[config.mk]
export PLATFORM = sky130hd
export DESIGN_NAME = sdram_arbiter
export DESIGN_NICKNAME = d
export VERILOG_FILES = /design/src/rtl/sdram_pkg.sv /design/src/rtl/sdram_arbiter_rr.sv /design/src/rtl/sdram_arbiter.sv
export SDC_FILE = /design/constraint.sdc
export NUM_CORES = 1
export LEC_CHECK = 0
export CORE_AREA = 2 2 106 108
export CTS_CLUSTER_SIZE = 25
export DETAILED_ROUTE_END_ITERATION = 16
export DIE_AREA = 0 0 108 110
export PLACE_DENSITY_LB_ADDON = 0.05
export SYNTH_ARGS = -nofsm -noshare
export SYNTH_HDL_FRONTEND = slang
export SYNTH_SLANG_ARGS = --single-unit
[constraint.sdc]
create_clock -name clk -period 1.75 [get_ports clk]
set_input_delay 0.35 -clock clk [delete_from_list [all_inputs] [get_ports clk]]
set_output_delay 0.35 -clock clk [all_outputs]
set_load 0.1 [all_outputs]
[src/rtl/sdram_pkg.sv]
// SDRC command encodings shared with the burst caches, plus arbiter state codes.
package sdram_pkg;

  localparam logic [2:0] CmdRefresh  = 3'b001;
  localparam logic [2:0] CmdActivate = 3'b011;
  localparam logic [2:0] CmdWrite    = 3'b100;
  localparam logic [2:0] CmdRead     = 3'b101;

  typedef logic [2:0] arb_state_t;

  localparam arb_state_t StWaitInit    = 3'd0;
  localparam arb_state_t StIdle        = 3'd1;
  localparam arb_state_t StGranted     = 3'd2;
  localparam arb_state_t StRefreshCmd  = 3'd3;
  localparam arb_state_t StRefreshAck  = 3'd4;
  localparam arb_state_t StRefreshWait = 3'd5;

endpackage

[src/rtl/sdram_arbiter_rr.sv]
// Combinational round-robin picker: first requester strictly after last_gnt_i,
// wrapping around, returned both one-hot and as an index.
module rr_arbiter #(
  parameter int NumPorts = 2
) (
  input  logic [NumPorts-1:0]         req_i,
  input  logic [$clog2(NumPorts)-1:0] last_gnt_i,
  output logic [NumPorts-1:0]         gnt_o,
  output logic [$clog2(NumPorts)-1:0] gnt_idx_o
);

  localparam int IdxW = $clog2(NumPorts);

  always_comb begin
    logic            found;
    logic [IdxW-1:0] idx;
    found     = 1'b0;
    idx       = '0;
    gnt_o     = '0;
    gnt_idx_o = last_gnt_i;
    for (int off = 1; off <= NumPorts; off++) begin
      idx = IdxW'((int'(last_gnt_i) + off) % NumPorts);
      if (!found && req_i[idx]) begin
        found      = 1'b1;
        gnt_o[idx] = 1'b1;
        gnt_idx_o  = idx;
      end
    end
  end

endmodule

[src/rtl/sdram_arbiter.sv]
// Shares one SDRC command port between NumPorts burst caches: whole-transaction
// round-robin grants plus periodic auto-refresh that wins over new grants.
module sdram_arbiter
  import sdram_pkg::*;
#(
  parameter int NumPorts          = 2,
  parameter int RefreshInterval   = 780,
  parameter int RefreshWaitCycles = 8
) (
  input  logic                   clk,
  input  logic                   rst_n,
  input  logic [NumPorts-1:0]    req,
  output logic [NumPorts-1:0]    gnt,
  input  logic [NumPorts-1:0]    p_cmd_en,
  input  logic [NumPorts*3-1:0]  p_cmd,
  input  logic [NumPorts*21-1:0] p_addr,
  input  logic [NumPorts*32-1:0] p_data,
  input  logic [NumPorts*8-1:0]  p_data_len,
  output logic [NumPorts-1:0]    p_cmd_ack,
  output logic [31:0]            p_data_out,
  output logic                   p_init_done,
  output logic                   I_sdrc_cmd_en,
  output logic [2:0]             I_sdrc_cmd,
  output logic [20:0]            I_sdrc_addr,
  output logic [31:0]            I_sdrc_data,
  output logic [7:0]             I_sdrc_data_len,
  input  logic [31:0]            O_sdrc_data,
  input  logic                   O_sdrc_init_done,
  input  logic                   O_sdrc_cmd_ack,
  output logic                   refresh_overrun
);

  localparam int IdxW  = $clog2(NumPorts);
  localparam int RcntW = $clog2(RefreshInterval);
  localparam int WcntW = $clog2(RefreshWaitCycles + 1);
  localparam logic [RcntW-1:0] RcntMax  = RcntW'(RefreshInterval - 1);
  localparam logic [WcntW-1:0] WaitLoad = WcntW'(RefreshWaitCycles);

  arb_state_t          state_q, state_d;
  logic [NumPorts-1:0] gnt_q, gnt_d;
  logic [IdxW-1:0]     last_gnt_q, last_gnt_d;
  logic [RcntW-1:0]    rcnt_q, rcnt_d;
  logic [WcntW-1:0]    wcnt_q, wcnt_d;
  logic                init_seen_q;
  logic                pending_q, pending_d;
  logic                overrun_q, overrun_d;

  logic [NumPorts-1:0] rr_gnt;
  logic [IdxW-1:0]     rr_idx;
  logic                cnt_en, wrap;

  rr_arbiter #(.NumPorts(NumPorts)) u_rr (
    .req_i      (req),
    .last_gnt_i (last_gnt_q),
    .gnt_o      (rr_gnt),
    .gnt_idx_o  (rr_idx)
  );

  // The refresh timer starts on the very cycle init_done is first seen.
  assign cnt_en = init_seen_q | O_sdrc_init_done;
  assign wrap   = cnt_en && (rcnt_q == RcntMax);

  always_comb begin
    rcnt_d = rcnt_q;
    if (cnt_en) rcnt_d = wrap ? '0 : rcnt_q + 1'b1;
  end

  always_comb begin
    state_d    = state_q;
    gnt_d      = gnt_q;
    last_gnt_d = last_gnt_q;
    wcnt_d     = wcnt_q;
    pending_d  = pending_q | wrap;
    overrun_d  = overrun_q | (wrap & pending_q);
    case (state_q)
      StWaitInit: if (O_sdrc_init_done) state_d = StIdle;
      StIdle: begin
        if (pending_q) begin
          state_d = StRefreshCmd;
        end else if (|req) begin
          gnt_d      = rr_gnt;
          last_gnt_d = rr_idx;
          state_d    = StGranted;
        end
      end
      StGranted: begin
        if ((req & gnt_q) == '0) begin
          gnt_d   = '0;
          state_d = StIdle;
        end
      end
      StRefreshCmd: state_d = StRefreshAck;
      StRefreshAck: begin
        if (O_sdrc_cmd_ack) begin
          wcnt_d  = WaitLoad;
          state_d = StRefreshWait;
        end
      end
      StRefreshWait: begin
        // A wrap landing on the exit cycle is a fresh request and must survive.
        if (wcnt_q <= WcntW'(1)) begin
          pending_d = wrap;
          state_d   = StIdle;
        end else begin
          wcnt_d = wcnt_q - 1'b1;
        end
      end
      default: begin
        gnt_d   = '0;
        state_d = StWaitInit;
      end
    endcase
  end

  always_ff @(posedge clk or negedge rst_n) begin
    if (!rst_n) begin
      state_q     <= StWaitInit;
      gnt_q       <= '0;
      last_gnt_q  <= IdxW'(NumPorts - 1);
      rcnt_q      <= '0;
      wcnt_q      <= '0;
      init_seen_q <= 1'b0;
      pending_q   <= 1'b0;
      overrun_q   <= 1'b0;
    end else begin
      state_q     <= state_d;
      gnt_q       <= gnt_d;
      last_gnt_q  <= last_gnt_d;
      rcnt_q      <= rcnt_d;
      wcnt_q      <= wcnt_d;
      init_seen_q <= init_seen_q | O_sdrc_init_done;
      pending_q   <= pending_d;
      overrun_q   <= overrun_d;
    end
  end

  always_comb begin
    I_sdrc_cmd_en   = 1'b0;
    I_sdrc_cmd      = '0;
    I_sdrc_addr     = '0;
    I_sdrc_data     = '0;
    I_sdrc_data_len = '0;
    if (state_q == StRefreshCmd) begin
      I_sdrc_cmd_en = 1'b1;
      I_sdrc_cmd    = CmdRefresh;
    end
    for (int i = 0; i < NumPorts; i++) begin
      if (gnt_q[i]) begin
        I_sdrc_cmd_en   = p_cmd_en[i];
        I_sdrc_cmd      = p_cmd[i*3 +: 3];
        I_sdrc_addr     = p_addr[i*21 +: 21];
        I_sdrc_data     = p_data[i*32 +: 32];
        I_sdrc_data_len = p_data_len[i*8 +: 8];
      end
    end
  end

  for (genvar gi = 0; gi < NumPorts; gi++) begin : g_ack
    assign p_cmd_ack[gi] = O_sdrc_cmd_ack & gnt_q[gi];
  end

  assign gnt             = gnt_q;
  assign p_data_out      = O_sdrc_data;
  assign p_init_done     = O_sdrc_init_done;
  assign refresh_overrun = overrun_q;

endmodule

==> results of run 1 <==
[cell type report]
class | instances | area [um^2]
flip-flops and latches | 23 | 584.3
repair buffers | 237 | 3219
clock inverters | 1 | 5.005
inverters | 7 | 26.28
multi-input cells | 167 | 1703
well taps | 140 | 175.2
fillers | 914 | 4941
clock buffers | 3 | 41.29
diodes | 1 | 2.502
[per-stage QoR]
stage | hold WS [ns] | total power, mW
floorplan | 0.05441 | 8.391
global placement | 0.4882 | 12.06
detailed placement | 0.5007 | 12.07
CTS | 0.4418 | 13.51
global route | 0.4612 | 13.93
finish | 0.4306 | 13.46
[synthesized netlist by cell type, drive strengths merged, types with 2 or more instances]
master / n / share of area, %
a22o: 63 / 26
buf: 44 / 14
dfrtp: 22 / 26
nand2: 17 / 3.0
o21ai: 13 / 3.0
nor2: 9 / 1.6
clkbuf: 7 / 1.2
inv: 7 / 1.2
nand3: 7 / 1.6
a21oi: 6 / 1.4
nand4: 6 / 2.0
and3: 3 / 0.88
ha: 3 / 1.8
nand2b: 3 / 0.88
nor2b: 3 / 0.88
nor3: 3 / 0.70
o311ai: 3 / 1.2
or3: 3 / 0.88
xor2: 3 / 1.2
a21o: 2 / 0.70
a31oi: 2 / 0.59
and2: 2 / 0.59
mux2: 2 / 1.1
xnor2: 2 / 0.82
[state kept, by name, indices dropped and copies added, names as in the netlist]
register and cells:
rcnt_q 10, wcnt_q 4, state_q 3, gnt 2
init_seen_q 1, last_gnt_q 1, pending_q 1, refresh_overrun 1
[power by group]
part	switching (mW)	internal [mW]
clock network	0.176	0.159
logic	7.30	4.86
registers	0.232	0.737
[worst paths after layout]
check	start	end	slack, ns
setup / recovery	gnt[1]$_DFFE_PN0P_	I_sdrc_addr[14]	-0.21
hold / removal	rst_n	rcnt_q[5]$_DFFE_PN0P_	0.43
setup reg to reg	gnt[1]$_DFFE_PN0P_	gnt[1]$_DFFE_PN0P_	0.12
hold reg to reg	rcnt_q[9]$_DFFE_PN0P_	rcnt_q[9]$_DFFE_PN0P_	0.51
max in group asynchronous	rst_n	last_gnt_q$_DFFE_PN1P_	1.03
min in group clk	rcnt_q[9]$_DFFE_PN0P_	rcnt_q[9]$_DFFE_PN0P_	0.51
[worst max-delay path, stage by stage (launching register included)]
cell and delay, ns:
dfrtp_4 0.52, nor2b_4 0.20, buf_6 0.18, buf_16 0.15, a22o_4 0.13, buf_12 0.16
[kinds of logic after synthesis]
family / count (synthesis) / share of synthesized area, %
XOR/XNOR: 5 / 2.050
AND/OR/NAND/NOR: 59 / 14.87
multiplexers: 3 / 1.522
AO/OA/AOI/OAI: 97 / 36.18
flip-flops: 23 / 26.99
buffers and inverters: 58 / 16.63
adder cells (fa/ha/maj): 3 / 1.757
[layer usage]
| metal | up-vias | GRT usage [%] | share of wire (%) |
|---|---|---|---|
| li1 | 1289 | - | - |
| met1 | 1277 | 20.41 | 34 |
| met2 | 122 | 35.71 | 53 |
| met3 | 18 | 8.172 | 11 |
| met4 | 0 | 3.571 | 1.8 |
| met5 | - | 0 | 0 |
[timing repair]
item                                    in CTS  in global routing
resized for setup                           51                  7
pin swaps                                    6                  2
gates cloned                                 7                  0
buffers inserted                            10                  1
endpoints found under the setup margin      65                 67
==> flow_summary.json, run 1 <==
{
  "fmax_ghz": 0.5102,
  "status": "finished with violations",
  "drt-total-wl_mm": 12.26,
  "syn_area_um2": 2137,
  "vias": 2706,
  "die-height_um": 110,
  "place_inst": 558,
  "fin_crit_ns": 1.960,
  "drt_first_pass_iters": 4,
  "io_pins": 271,
  "worstPathRequired_ns": 1.40,
  "cts_max_path_buffers": 2,
  "grt_pass1_vias": 2763,
  "hold_path.class": "input port to asynchronous set/reset pin",
  "drv_slew": 0,
  "drc": 0,
  "core_area_um2": 10700,
  "die_area_um2": 11880,
  "std_cell_rows": 38,
  "post-route-util_pct": 53.81,
  "async_flop_share_pct": 100.0,
  "max-vdd-ir-drop_uv": 1345,
  "clkTransAtPathRegs_ns": 0.08,
  "syn_to_final_growth_pct": 169.4,
  "num-nets-final": 610,
  "wl_per_cell_um": 21.17,
  "post-route-period-util_pct": 112.0,
  "hold_buffers": 0,
  "cts_tree": "yes",
  "timing.slew.headroom_pct": 77.43,
  "synth_cells": 248,
  "synth_fp_nets": 419,
  "antenna_found_initial": 1,
  "vias_per_cell": 4.674,
  "rr_worst_depth": 6,
  "final_area_um2": 5757,
  "grt_max_degree": 29,
  "fin_setup_tns_ns": -11.45,
  "tightest_slew_ns": 0.3385,
  "cp-start-kind": "flop",
  "gp_congestion": 0.7516,
  "grt_usage_pct": 19.20,
  "grt_pass1_wl_mm": 17.02,
  "clock_latency_ns": 0.26,
  "end_kind": "primary output",
  "cts.sinks": 23,
  "violations": "negative setup slack",
  "cp_max_fo": 8,
  "chipWidth_um": 108,
  "drtAntennaViolNets": 0,
  "ys.flop_type": "dfrtp_1",
  "io_buffers": 206,
  "finClkSkew_ns": 0.001047,
  "fin_cells": 579,
  "dp_hpwl_mm": 9.494,
  "placed_area_um2": 5141,
  "setup_viol": 65,
  "initial_core_util_pct": 19.98,
  "cts_root_buffer": "clkbuf_8",
  "rsz0062_at_grt": "yes",
  "drv_cap": 0,
  "synth_area_per_cell_um2": 8.617,
  "drtIter0Drc": 166,
  "seq_area_frac_synth_pct": 26.99,
  "place_ws_ns": 0.02076,
  "htree_levels": 1,
  "final_common_cell": "clkdlybuf4s50_1",
  "critical_path_class": "flop to primary output",
  "ys_ff_latch": 23,
  "synth.distinct_cells": 42,
  "synth_edf_count": 0,
  "drive_gt1_share_pct": 43.38,
  "p_per_area_nw_per_um2": 2338,
  "mostFrequentLayoutCells": "clkdlybuf4s50_1 (135), buf_12 (72), a22o_4 (46)",
  "hold_viol": 0,
  "yosys_warnings": 0,
  "grt_remaining_overflow": 0,
  "p_leak_nw": 2.459,
  "cts_made_buffers": 3,
  "crit_arrival_ns": 1.61,
  "setup_slack_ns": -0.2102
}
(Power assumes the default switching activity.)
==> run 2: changes to the inputs <==
--- a/config.mk
+++ b/config.mk
@@ -12,4 +12,5 @@
 export PLACE_DENSITY_LB_ADDON = 0.05
 export SYNTH_ARGS = -nofsm -noshare
 export SYNTH_HDL_FRONTEND = slang
+export SYNTH_HIERARCHICAL = 1
 export SYNTH_SLANG_ARGS = --single-unit
==> flow_summary.json, run 2 <==
{
  "chipWidth_um": 108,
  "drv_cap": 0,
  "clkTransAtPathRegs_ns": 0.08,
  "synth_top_area_share_pct": 26.56,
  "tightest_slew_ns": 0.3173,
  "async_flop_share_pct": 100.0,
  "reg2reg_from": "wcnt_q[0]$_DFFE_PN0P_",
  "std_cell_rows": 38,
  "drtAntennaViolNets": 0,
  "timing.hold.ws_ns": 0.4388,
  "grt_usage_pct": 17.10,
  "final_common_cell": "clkdlybuf4s50_1",
  "finClkSkew_ns": 0.0009581,
  "reg2reg_to": "state_q[2]$_DFFE_PN0P_",
  "die-height_um": 110,
  "yosys-top-cells-count": "a22o_1 (65), buf_4 (33), dfrtp_1 (22)",
  "p_leak_nw": 2.153,
  "drv_slew": 0,
  "synthAdderAreaFrac_pct": 1.751,
  "num-nets-final": 588,
  "place_inst": 551,
  "die_area_um2": 11880,
  "cts_root_buffer": "clkbuf_8",
  "rr_worst_depth": 6,
  "vias": 2554,
  "post-route-period-util_pct": 108.6,
  "synth-xor-area-share_pct": 2.043,
  "antenna_found_initial": 2,
  "syn_to_final_growth_pct": 142.3,
  "ys_ff_latch": 23,
  "hold_path.class": "input port to asynchronous set/reset pin",
  "clock_latency_ns": 0.26,
  "timing.slew.headroom_pct": 78.85,
  "drc": 0,
  "synth.area.top_cells": "a22o_1 (27%), dfrtp_1 (26%), buf_4 (12%), buf_2 (2.1%), o21ai_0 (1.9%)",
  "worstPathRequired_ns": 1.40,
  "mostFrequentLayoutCells": "clkdlybuf4s50_1 (135), buf_12 (74), a22o_2 (49)",
  "max-vdd-ir-drop_uv": 990.9,
  "drt_first_pass_iters": 4,
  "setup_viol": 66,
  "seq_area_frac_synth_pct": 26.91,
  "core_area_um2": 10700,
  "regMostFlops": "rcnt_q",
  "grt_remaining_overflow": 0,
  "synthSimpleGateAreaFrac_pct": 12.61,
  "place_ws_ns": 0.001251,
  "synth_edf_count": 0,
  "synth_top_family_by_area": "compound AO/OA/AOI/OAI gates",
  "drive_gt1_share_pct": 41.11,
  "cts_max_path_buffers": 2,
  "vias_per_cell": 4.585,
  "grt_pass1_wl_mm": 15.31,
  "cp-endpoint": "I_sdrc_addr[13]",
  "crit_arrival_ns": 1.55,
  "yosys_warnings": 6,
  "synth_area_per_cell_um2": 8.857,
  "io_buffers": 206,
  "synth_cells": 242,
  "p_per_area_nw_per_um2": 2219,
  "synth_fp_nets": 413,
  "reg_top3": "rcnt_q (10), wcnt_q (4), state_q (3)",
  "synth.distinct_cells": 48,
  "grt_pass1_vias": 2528,
  "syn_area_um2": 2143,
  "fillers": 985,
  "htree_levels": 1,
  "status": "finished with violations",
  "initial_core_util_pct": 20.04,
  "drtIter0Drc": 106,
  "rsz0062_at_grt": "yes",
  "synthMostInstantiatedCell": "a22o_1",
  "drt-total-wl_mm": 11.33,
  "largest_register_ff_count": 10,
  "violations": "negative setup slack",
  "dp_hpwl_mm": 9.649,
  "grt_max_degree": 49,
  "yosys.area.top_type": "a22o_1",
  "cp_max_fo": 31,
  "cp-startpoint": "gnt[1]$_DFFE_PN0P_",
  "setup_slack_ns": -0.1508,
  "fmax_ghz": 0.5261,
  "cts_tree": "yes",
  "ys.flop_type": "dfrtp_1",
  "fin_setup_tns_ns": -8.291,
  "fin_crit_ns": 1.901,
  "gp_congestion": 0.7712,
  "cp-start-kind": "flop",
  "wl_per_cell_um": 20.35,
  "cts_made_buffers": 3,
  "critical_path_class": "flop to primary output",
  "fin_cells": 557,
  "io_pins": 271,
  "rrSetupSlack_ns": 0.13,
  "cts.sinks": 23,
  "end_kind": "primary output",
  "synth-compound-area-share_pct": 37.24,
  "hold_viol": 0,
  "muxShareOfSynthArea_pct": 1.926
}
==> run 2: worst min-delay path by stage <==
stage,from,endpoint,depth (start not counted)
after floorplan,rst_n,init_seen_q$_DFF_PN0_,0
after global placement,rcnt_q[9]$_DFFE_PN0P_,rcnt_q[9]$_DFFE_PN0P_,1
after detailed placement,rcnt_q[7]$_DFFE_PN0P_,rcnt_q[7]$_DFFE_PN0P_,1
after CTS,rst_n,rcnt_q[5]$_DFFE_PN0P_,2
after global routing,rst_n,rcnt_q[5]$_DFFE_PN0P_,2
final,rst_n,rcnt_q[5]$_DFFE_PN0P_,2
==> run 2: kinds of logic after synthesis <==
group,after synthesis
compound gates,100
xor+xnor,5
fa+ha+maj,3
buf+inv,60
flops,23
mux,4
simple gates,47
==> run 2: final cells by class <==
class / count / area, um^2 / share of cell area, %
clock buffer: 4 / 45.04 / 0.8673
timing repair buffer: 222 / 2930 / 56.42
inverter: 8 / 30.03 / 0.5782
multi-input combinational: 159 / 1426 / 27.46
tap: 140 / 175.2 / 3.373
antenna: 1 / 2.502 / 0.04818
sequential: 23 / 584.3 / 11.25
==> run 2: through the flow <==
step | cell area [um^2] | utilization (%) | power (mW)
floorplan | 2351 | - | 7.788
global placement | 5094 | 47.61 | 11.14
detailed placement | 5094 | 47.61 | 11.18
CTS | 5161 | 48.25 | 11.58
global route | 5191 | 48.53 | 11.92
finish | 5194 | 48.55 | 11.53
==> run 2: per-layer routing <==
layer	global-route usage (%)	wire, um	vias to the layer above
met5	0	0	-
met4	0.6410	16	0
met3	8.877	1375	4
met2	32.66	6135	130
met1	17.52	3805	1184
li1	-	-	1236
==> run 2: repair_timing <==
action	CTS	global route
gates resized for setup	2	4
endpoints found under the setup margin	66	66
buffers inserted	1	0
hold buffers	0	0
pin swaps	1	0
==> run 2: worst max-delay path, stage by stage, from the launching register on <==
cell	delay [ns]
dfrtp_4	0.51
nor2b_4	0.18
buf_12	0.21
a22o_2	0.19
buf_12	0.17
==> run 2: where the power goes <==
group          internal [mW]  leakage (nW)  switching [mW]
Sequential             0.744         0.281           0.217
Combinational           3.84          1.85            6.40
Clock                  0.162        0.0228           0.159
